## src/rtl/msg_stream_arbiter_pkg.sv

```systemverilog
// Shared types and sizing helpers for the message stream arbiter.
package msg_arb_pkg;

    typedef enum logic [1:0] {
        IDLE  = 2'd0,
        BUSY  = 2'd1,
        DRAIN = 2'd2
    } state_t;

    // Beats needed to carry the largest legal message.
    function automatic int max_beats(input int msg_bytes, input int data_bytes);
        return (msg_bytes + data_bytes - 1) / data_bytes;
    endfunction

    // Width of a source index.
    function automatic int src_idx_w(input int num_src);
        return (num_src > 1) ? $clog2(num_src) : 1;
    endfunction

    // Beat counter width: must hold MAX_BEATS without wrapping.
    function automatic int cnt_w(input int beats);
        return $clog2(beats + 1);
    endfunction

endpackage

```

## src/rtl/msg_stream_arbiter_if.sv

```systemverilog
// Source-side and parser-side AXI-Stream bundle around the arbiter.
// Handshake: a beat moves on a channel only in a cycle where both its
// tvalid and tready are high; payload (tdata/tkeep/tlast/tuser) must stay
// stable while tvalid is high and tready is low.
interface msg_stream_arbiter_if #(
    parameter int NUM_SRC     = 4,
    parameter int DATA_BYTES  = 8,
    parameter int TKEEP_WIDTH = 8
);
    import msg_arb_pkg::*;

    localparam int DW    = 8 * DATA_BYTES;
    localparam int IDX_W = src_idx_w(NUM_SRC);

    logic [NUM_SRC-1:0]             s_tvalid;
    logic [NUM_SRC-1:0]             s_tready;
    logic [NUM_SRC-1:0]             s_tlast;
    logic [NUM_SRC-1:0]             s_tuser;
    logic [NUM_SRC*DW-1:0]          s_tdata;
    logic [NUM_SRC*TKEEP_WIDTH-1:0] s_tkeep;

    logic                   m_tvalid;
    logic                   m_tready;
    logic                   m_tlast;
    logic                   m_tuser;
    logic [DW-1:0]          m_tdata;
    logic [TKEEP_WIDTH-1:0] m_tkeep;
    logic [IDX_W-1:0]       m_tid;

    // Arbiter side.
    modport slave (
        input  s_tvalid, s_tlast, s_tuser, s_tdata, s_tkeep, m_tready,
        output s_tready, m_tvalid, m_tlast, m_tuser, m_tdata, m_tkeep, m_tid
    );

    // Environment side: drives the sources and the parser ready.
    modport master (
        output s_tvalid, s_tlast, s_tuser, s_tdata, s_tkeep, m_tready,
        input  s_tready, m_tvalid, m_tlast, m_tuser, m_tdata, m_tkeep, m_tid
    );

endinterface

```

## src/rtl/msg_stream_arbiter_rr_pick.sv

```systemverilog
// Combinational round-robin selector: first requester after i_last_gnt.
module rr_pick #(
    parameter int NUM_SRC = 4,
    parameter int IDX_W   = 2
) (
    input  logic [NUM_SRC-1:0] i_req,
    input  logic [IDX_W-1:0]   i_last_gnt,
    output logic               o_any,
    output logic [IDX_W-1:0]   o_idx
);

    // Doubled request vector so the scan from last_gnt+1 never wraps.
    logic [2*NUM_SRC-1:0] w_dbl;
    assign w_dbl = {i_req, i_req};

    // Scan downward so the closest requester after last_gnt wins.
    always_comb begin
        o_any = |i_req;
        o_idx = '0;
        for (int i = NUM_SRC; i >= 1; i--) begin
            if (w_dbl[int'(i_last_gnt) + i]) begin
                o_idx = IDX_W'((int'(i_last_gnt) + i) % NUM_SRC);
            end
        end
    end

endmodule

```

## src/rtl/msg_stream_arbiter.sv

```systemverilog
// Packet-atomic round-robin arbiter feeding msg_parser; truncates and
// drains packets longer than MAX_MSG_BYTES.
module msg_stream_arbiter
    import msg_arb_pkg::*;
#(
    parameter int NUM_SRC       = 4,
    parameter int DATA_BYTES    = 8,
    parameter int TKEEP_WIDTH   = 8,
    parameter int MAX_MSG_BYTES = 32
) (
    input  logic                 clk,
    input  logic                 rst,
    msg_stream_arbiter_if.slave  bus,
    output logic                 trunc_pulse,
    output state_t               o_dbg_state
);

    localparam int DW        = 8 * DATA_BYTES;
    localparam int MAX_BEATS = max_beats(MAX_MSG_BYTES, DATA_BYTES);
    localparam int IDX_W     = src_idx_w(NUM_SRC);
    localparam int CNT_W     = cnt_w(MAX_BEATS);

    state_t             r_state;
    logic [IDX_W-1:0]   r_gnt;
    logic [IDX_W-1:0]   r_last_gnt;
    logic [CNT_W-1:0]   r_beat_cnt;
    logic               r_trunc_pulse;

    state_t             w_next_state;
    logic               w_any;
    logic [IDX_W-1:0]   w_pick;
    logic               w_sel_valid;
    logic               w_sel_last;
    logic               w_sel_user;
    logic               w_at_limit;
    logic               w_accept;
    logic               w_pkt_end;
    logic               w_trunc;

    rr_pick #(
        .NUM_SRC (NUM_SRC),
        .IDX_W   (IDX_W)
    ) u_rr_pick (
        .i_req      (bus.s_tvalid),
        .i_last_gnt (r_last_gnt),
        .o_any      (w_any),
        .o_idx      (w_pick)
    );

    assign w_sel_valid = bus.s_tvalid[r_gnt];
    assign w_sel_last  = bus.s_tlast[r_gnt];
    assign w_sel_user  = bus.s_tuser[r_gnt];
    assign w_at_limit  = (r_beat_cnt == CNT_W'(MAX_BEATS - 1));

    assign bus.m_tdata = bus.s_tdata[int'(r_gnt) * DW +: DW];
    assign bus.m_tkeep = bus.s_tkeep[int'(r_gnt) * TKEEP_WIDTH +: TKEEP_WIDTH];
    assign bus.m_tid   = r_gnt;
    assign trunc_pulse = r_trunc_pulse;
    assign o_dbg_state = r_state;

    // Next state, per-source ready and forwarded handshake/sideband.
    always_comb begin
        w_next_state  = r_state;
        w_accept      = 1'b0;
        w_pkt_end     = 1'b0;
        w_trunc       = 1'b0;
        bus.s_tready  = '0;
        bus.m_tvalid  = 1'b0;
        bus.m_tlast   = 1'b0;
        bus.m_tuser   = 1'b0;
        case (r_state)
            IDLE: begin
                if (w_any) w_next_state = BUSY;
            end
            BUSY: begin
                bus.m_tvalid        = w_sel_valid;
                bus.s_tready[r_gnt] = bus.m_tready;
                // A source tlast on the limit beat is a legal end, not a cut.
                bus.m_tlast = w_sel_valid & (w_sel_last | w_at_limit);
                bus.m_tuser = w_sel_valid & (w_sel_last ? w_sel_user : w_at_limit);
                w_accept    = w_sel_valid & bus.m_tready;
                if (w_accept && w_sel_last) begin
                    w_pkt_end    = 1'b1;
                    w_next_state = IDLE;
                end else if (w_accept && w_at_limit) begin
                    w_trunc      = 1'b1;
                    w_next_state = DRAIN;
                end
            end
            DRAIN: begin
                bus.s_tready[r_gnt] = 1'b1;
                if (w_sel_valid && w_sel_last) w_next_state = IDLE;
            end
            default: w_next_state = IDLE;
        endcase
    end

    // FSM state register and the one-cycle truncation flag.
    always_ff @(posedge clk or negedge rst) begin
        if (!rst) begin
            r_state       <= IDLE;
            r_trunc_pulse <= 1'b0;
        end else begin
            r_state       <= w_next_state;
            r_trunc_pulse <= w_trunc;
        end
    end

    // Grant, fairness pointer and beat counter.
    always_ff @(posedge clk or negedge rst) begin
        if (!rst) begin
            r_gnt      <= '0;
            r_last_gnt <= IDX_W'(NUM_SRC - 1);
            r_beat_cnt <= '0;
        end else begin
            if (r_state == IDLE && w_any) begin
                r_gnt      <= w_pick;
                r_beat_cnt <= '0;
            end
            if (w_accept) r_beat_cnt <= r_beat_cnt + CNT_W'(1);
            if (w_pkt_end || w_trunc) r_last_gnt <= r_gnt;
        end
    end

endmodule
```

## src/flat_wrapper.sv

```systemverilog
// flat-port wrapper written by rule: the top's interface ports become plain ports
module msg_stream_arbiter_flat import msg_arb_pkg::*;
#(
    parameter int NUM_SRC       = 4,
    parameter int DATA_BYTES    = 8,
    parameter int TKEEP_WIDTH   = 8,
    parameter int MAX_MSG_BYTES = 32
)
  (clk, rst, trunc_pulse, o_dbg_state, bus_s_tvalid, bus_s_tlast, bus_s_tuser, bus_s_tdata, bus_s_tkeep, bus_m_tready, bus_s_tready, bus_m_tvalid, bus_m_tlast, bus_m_tuser, bus_m_tdata, bus_m_tkeep, bus_m_tid);
  msg_stream_arbiter_if #(.NUM_SRC(NUM_SRC), .DATA_BYTES(DATA_BYTES), .TKEEP_WIDTH(TKEEP_WIDTH)) bus_i ();
  input  logic clk;
  input  logic rst;
  output logic trunc_pulse;
  output state_t o_dbg_state;
  input wire logic [$bits(bus_i.s_tvalid)-1:0] bus_s_tvalid;
  input wire logic [$bits(bus_i.s_tlast)-1:0] bus_s_tlast;
  input wire logic [$bits(bus_i.s_tuser)-1:0] bus_s_tuser;
  input wire logic [$bits(bus_i.s_tdata)-1:0] bus_s_tdata;
  input wire logic [$bits(bus_i.s_tkeep)-1:0] bus_s_tkeep;
  input wire logic [$bits(bus_i.m_tready)-1:0] bus_m_tready;
  output wire logic [$bits(bus_i.s_tready)-1:0] bus_s_tready;
  output wire logic [$bits(bus_i.m_tvalid)-1:0] bus_m_tvalid;
  output wire logic [$bits(bus_i.m_tlast)-1:0] bus_m_tlast;
  output wire logic [$bits(bus_i.m_tuser)-1:0] bus_m_tuser;
  output wire logic [$bits(bus_i.m_tdata)-1:0] bus_m_tdata;
  output wire logic [$bits(bus_i.m_tkeep)-1:0] bus_m_tkeep;
  output wire logic [$bits(bus_i.m_tid)-1:0] bus_m_tid;
  assign bus_i.s_tvalid = bus_s_tvalid;
  assign bus_i.s_tlast = bus_s_tlast;
  assign bus_i.s_tuser = bus_s_tuser;
  assign bus_i.s_tdata = bus_s_tdata;
  assign bus_i.s_tkeep = bus_s_tkeep;
  assign bus_i.m_tready = bus_m_tready;
  assign bus_s_tready = bus_i.s_tready;
  assign bus_m_tvalid = bus_i.m_tvalid;
  assign bus_m_tlast = bus_i.m_tlast;
  assign bus_m_tuser = bus_i.m_tuser;
  assign bus_m_tdata = bus_i.m_tdata;
  assign bus_m_tkeep = bus_i.m_tkeep;
  assign bus_m_tid = bus_i.m_tid;
  msg_stream_arbiter #(.NUM_SRC(NUM_SRC), .DATA_BYTES(DATA_BYTES), .TKEEP_WIDTH(TKEEP_WIDTH), .MAX_MSG_BYTES(MAX_MSG_BYTES)) u_core (.clk(clk), .rst(rst), .bus(bus_i), .trunc_pulse(trunc_pulse), .o_dbg_state(o_dbg_state));
endmodule
```

## config.mk

```make
export PLATFORM = sky130hd
export DESIGN_NAME = msg_stream_arbiter_flat
export DESIGN_NICKNAME = d
export VERILOG_FILES = /design/src/rtl/msg_stream_arbiter_pkg.sv /design/src/rtl/msg_stream_arbiter_if.sv /design/src/rtl/msg_stream_arbiter_rr_pick.sv /design/src/rtl/msg_stream_arbiter.sv /design/src/flat_wrapper.sv
export SDC_FILE = /design/constraint.sdc
export NUM_CORES = 1
export LEC_CHECK = 0
export CAP_MARGIN = 20
export CORE_AREA = 2 2 151 153
export CTS_CLUSTER_SIZE = 40
export DETAILED_ROUTE_END_ITERATION = 10
export DIE_AREA = 0 0 153 155
export GPL_ROUTABILITY_DRIVEN = 0
export PLACE_DENSITY_LB_ADDON = 0.08
export SLEW_MARGIN = 20
export SYNTH_ARGS = -nofsm -noshare
export SYNTH_HDL_FRONTEND = slang
export SYNTH_SLANG_ARGS = --single-unit
```

## constraint.sdc

```tcl
create_clock -name clk -period 3.9 [get_ports clk]
set_input_delay 0.585 -clock clk [delete_from_list [all_inputs] [get_ports clk]]
set_output_delay 0.585 -clock clk [all_outputs]
set_load 0.05 [all_outputs]
```

==> qor.yml <==
synthesis:
  post_synth_edffs: 0
  synth.net_count: 485
  register_bit_total_from_synthesis: 10
  synth-main-ff-cell: "sky130_fd_sc_hd__dfrtp_1"
  yosys.area.top_type_share: 0.6776
  synth_common_cells: "sky130_fd_sc_hd__mux4_2, sky130_fd_sc_hd__clkbuf_1"
  synth_async_sr_flop_share: 1.000
  netlist-cell-type-count: 33
  library_cell_with_the_highest_instance_count_after_synthesis: "sky130_fd_sc_hd__mux4_2"
  yosysSeqAreaShare: 0.1000
  synth_largest_area_cell: "sky130_fd_sc_hd__mux4_2"
  yosys-top-cells-area: "sky130_fd_sc_hd__mux4_2, sky130_fd_sc_hd__dfrtp_1, sky130_fd_sc_hd__ha_1"
  post_synth_instance_area_sq_um: 2526
  synth-warning-count: 0
  mean_post_synth_cell_area_sq_um: 14.35
  netlist_instances: 176
grt:
  overflow: 0
  grt_use_total: 0.1356
  grt_util_met3: 0.03370
  grt_antenna_before_repair: 3
  via_count_of_the_first_global_routing_pass: 3723
  grt-busiest-layer: "met2"
  met2_usage: 0.2580
  largest_net_degree_at_the_start_of_global_routing: 69
  grt_first_pass_wirelength_mm: 24.71
  m1_gr_usage: 0.1553
worst_setup_path:
  crit_buf_inv: 2
  cell_by_cell_listing_of_the_critical_path: "clkdlybuf4s50_1, mux4_2, and2_1, o21a_1, a21boi_1, clkdlybuf4s50_1"
  critical-path-slowest-cell: "sky130_fd_sc_hd__clkdlybuf4s50_1"
  critical_path_arrival_ns: 2.92
  critPathMaxFanout: 8
  critical_path_start_type: "input port"
  setup.worst_path.class: "input port to output port"
  largest_stage_delay_worst_path_ns: 0.82
  cell_family_with_most_cp_delay: "buffers and inverters"
  end_kind: "output port"
  r2r_slack_ns: 1.85
  required_worst_endpoint_ns: 3.31
  crit_path_frequent_cell: "sky130_fd_sc_hd__clkdlybuf4s50_1"
floorplan:
  i_o_pins: 387
  die_area_sq_um: 23720
  die_width_um: 153
  initial_cell_density_of_the_core: 0.1137
  std_cell_rows: 55
  fp.dieH_um: 155
  core_area_sq_um: 22230
placed_design:
  dpl.hpwl_mm: 14.81
  port-buffer-count: 386
  placement.cell_area_sq_um: 6713
layout:
  layout-drive-gt1-share: 0.1709
  finish.instance_area_sq_um: 6807
  area_growth_syn_to_layout_pct: 169.4
  finalNetCount: 860
sta:
  worst_hold_slack_ns: 0.5044
  setup_violations: 0
  slew_violations: 0
  fmax_mhz: 285.7
  finalCriticalPeriod_ns: 3.501
  hold_violations: 0
  fin_worst_skew_ns: 0.003078
  tightest_slew_ns: 0.7025
  layout_worst_path_cycle_share: 0.8976
  worst_slew_margin_rel: 0.5274
  total_negative_slack_for_setup_checks_ns: 0
  grt_setup_unrepaired: "no"
routing:
  number_of_vias_after_detailed_routing: 3367
  viasPerCell: 4.023
  detail-route-antenna-nets: 0
  finalWirelength_mm: 16.87
  route.detailed.drc: 0
  drtIter0Drc: 110
  wl_per_cell_um: 20.16
  first_pass_iters: 4
clock_network:
  clock_latency_ns: 0.24
  post_cts_hold_buffer_count: 0
  root_cell_of_the_clock_tree: "sky130_fd_sc_hd__clkbuf_16"
  clkSlewWorstSetupHoldPaths_ns: 0.04
  cts_htree_levels: 1
  cts-resized-gates: 0
  post-cts-setup-buffer-count: 0
  clkSinkCount: 10
  tritoncts_clock_tree: "done"
  cts_inserted_buffers: 3
  cts_buffer_depth: 2
power_and_ir_drop:
  power_per_cell_area_nw_per_um2: 707.0
  static_leakage_nw: 2.371
  ir_worst_vdd_mv: 0.4406
worst_hold_path:
  min_path_type: "register to register"
job:
  max-cap-violations: 0
outcome:
  status: "completed"
-- final cells by class --
cell class | count | area [sq um]
Multi-Input combinational cell | 139 | 2155
Clock buffer | 4 | 88.84
Inverter | 8 | 30.03
Tap cell | 285 | 356.6
Timing Repair Buffer | 389 | 3911
Sequential cell | 10 | 260.3
Antenna cell | 2 | 5.005
Fill cell | 2270 | 15420
-- worst paths after layout --
kind                                      startpoint               endpoint  cells past startpoint
worst max register to register   u_core.bus.m_tid[0]  u_core.o_dbg_state[1]                      5
max in group asynchronous                        rst    u_core.bus.m_tid[1]                      1
worst min-delay path            u_core.r_beat_cnt[1]   u_core.r_beat_cnt[1]                      2
worst min register to register  u_core.r_beat_cnt[1]   u_core.r_beat_cnt[1]                      2
min in group asynchronous                        rst     u_core.trunc_pulse                      1
worst max-delay path                 bus_s_tvalid[1]            bus_m_tuser                      6
-- flip-flops by register name, indices dropped and copies added, names as in the netlist --
| register | count |
|---|---|
| u_core.trunc_pulse | 1 |
| u_core.r_last_gnt | 2 |
| u_core.o_dbg_state | 2 |
| u_core.bus.m_tid | 2 |
| u_core.r_beat_cnt | 3 |
-- cell usage in the layout (no fill, tap or decap), types with 2 or more instances in the layout --
cell type / instances
sky130_fd_sc_hd__clkbuf_16: 3
sky130_fd_sc_hd__buf_12: 2
sky130_fd_sc_hd__nand3_1: 4
sky130_fd_sc_hd__nand2b_1: 2
sky130_fd_sc_hd__dfrtp_4: 2
sky130_fd_sc_hd__a21oi_1: 4
sky130_fd_sc_hd__nor3b_1: 2
sky130_fd_sc_hd__o21ai_0: 7
sky130_fd_sc_hd__inv_1: 8
sky130_fd_sc_hd__diode_2: 2
sky130_fd_sc_hd__nor2_1: 6
sky130_fd_sc_hd__clkdlybuf4s50_1: 386
sky130_fd_sc_hd__dfstp_2: 2
sky130_fd_sc_hd__nand2_1: 8
sky130_fd_sc_hd__mux4_2: 76
sky130_fd_sc_hd__dfrtp_1: 6
sky130_fd_sc_hd__a22oi_1: 3
sky130_fd_sc_hd__o21a_1: 3
sky130_fd_sc_hd__ha_1: 6
sky130_fd_sc_hd__mux2_2: 4
-- kinds of logic (layout without fill, tap and decap cells) --
| group | after synthesis | in the layout | synth area share |
|---|---|---|---|
| buffers and inverters | 27 | 401 | 0.04705 |
| AOI/OAI and AO/OA | 23 | 23 | 0.06191 |
| other | 0 | 2 | 0 |
| muxes | 83 | 83 | 0.7098 |
| adders and majority gates | 6 | 6 | 0.02972 |
| and+or+nand+nor | 27 | 27 | 0.05151 |
| DFF | 10 | 10 | 0.1000 |
-- power breakdown --
| part | internal, mW | switching (mW) | total [mW] |
|---|---|---|---|
| sequential | 0.160 | 0.101 | 0.261 |
| clock | 0.154 | 0.0490 | 0.203 |
| combinational | 1.85 | 2.50 | 4.35 |
| total | 2.16 | 2.65 | 4.81 |
-- through the flow --
stage | util | power, mW | std cells | setup WS, ns
final | 0.3062 | 4.812 | 837 | 0.3994
after global placement | 0.3020 | 4.667 | 831 | 0.4490
after floorplan | - | 3.273 | 176 | 0.3317
after detailed placement | 0.3020 | 4.667 | 831 | 0.3927
after global routing | 0.3062 | 5.059 | 837 | 0.2550
after CTS | 0.3060 | 4.880 | 835 | 0.3820
-- worst min-delay path: stages, from the launching register on --
cell	delay, ns
sky130_fd_sc_hd__dfrtp_1	0.34
sky130_fd_sc_hd__nand3_1	0.07
sky130_fd_sc_hd__nand2_1	0.06
-- routing by layer --
layer  share of wire  vias up
met1            0.37     1642
met2            0.55      177
met5         0.00077        -
met3           0.074       12
li1                -     1534
met4           0.012        2
Power figures use the tool's default switching activity.
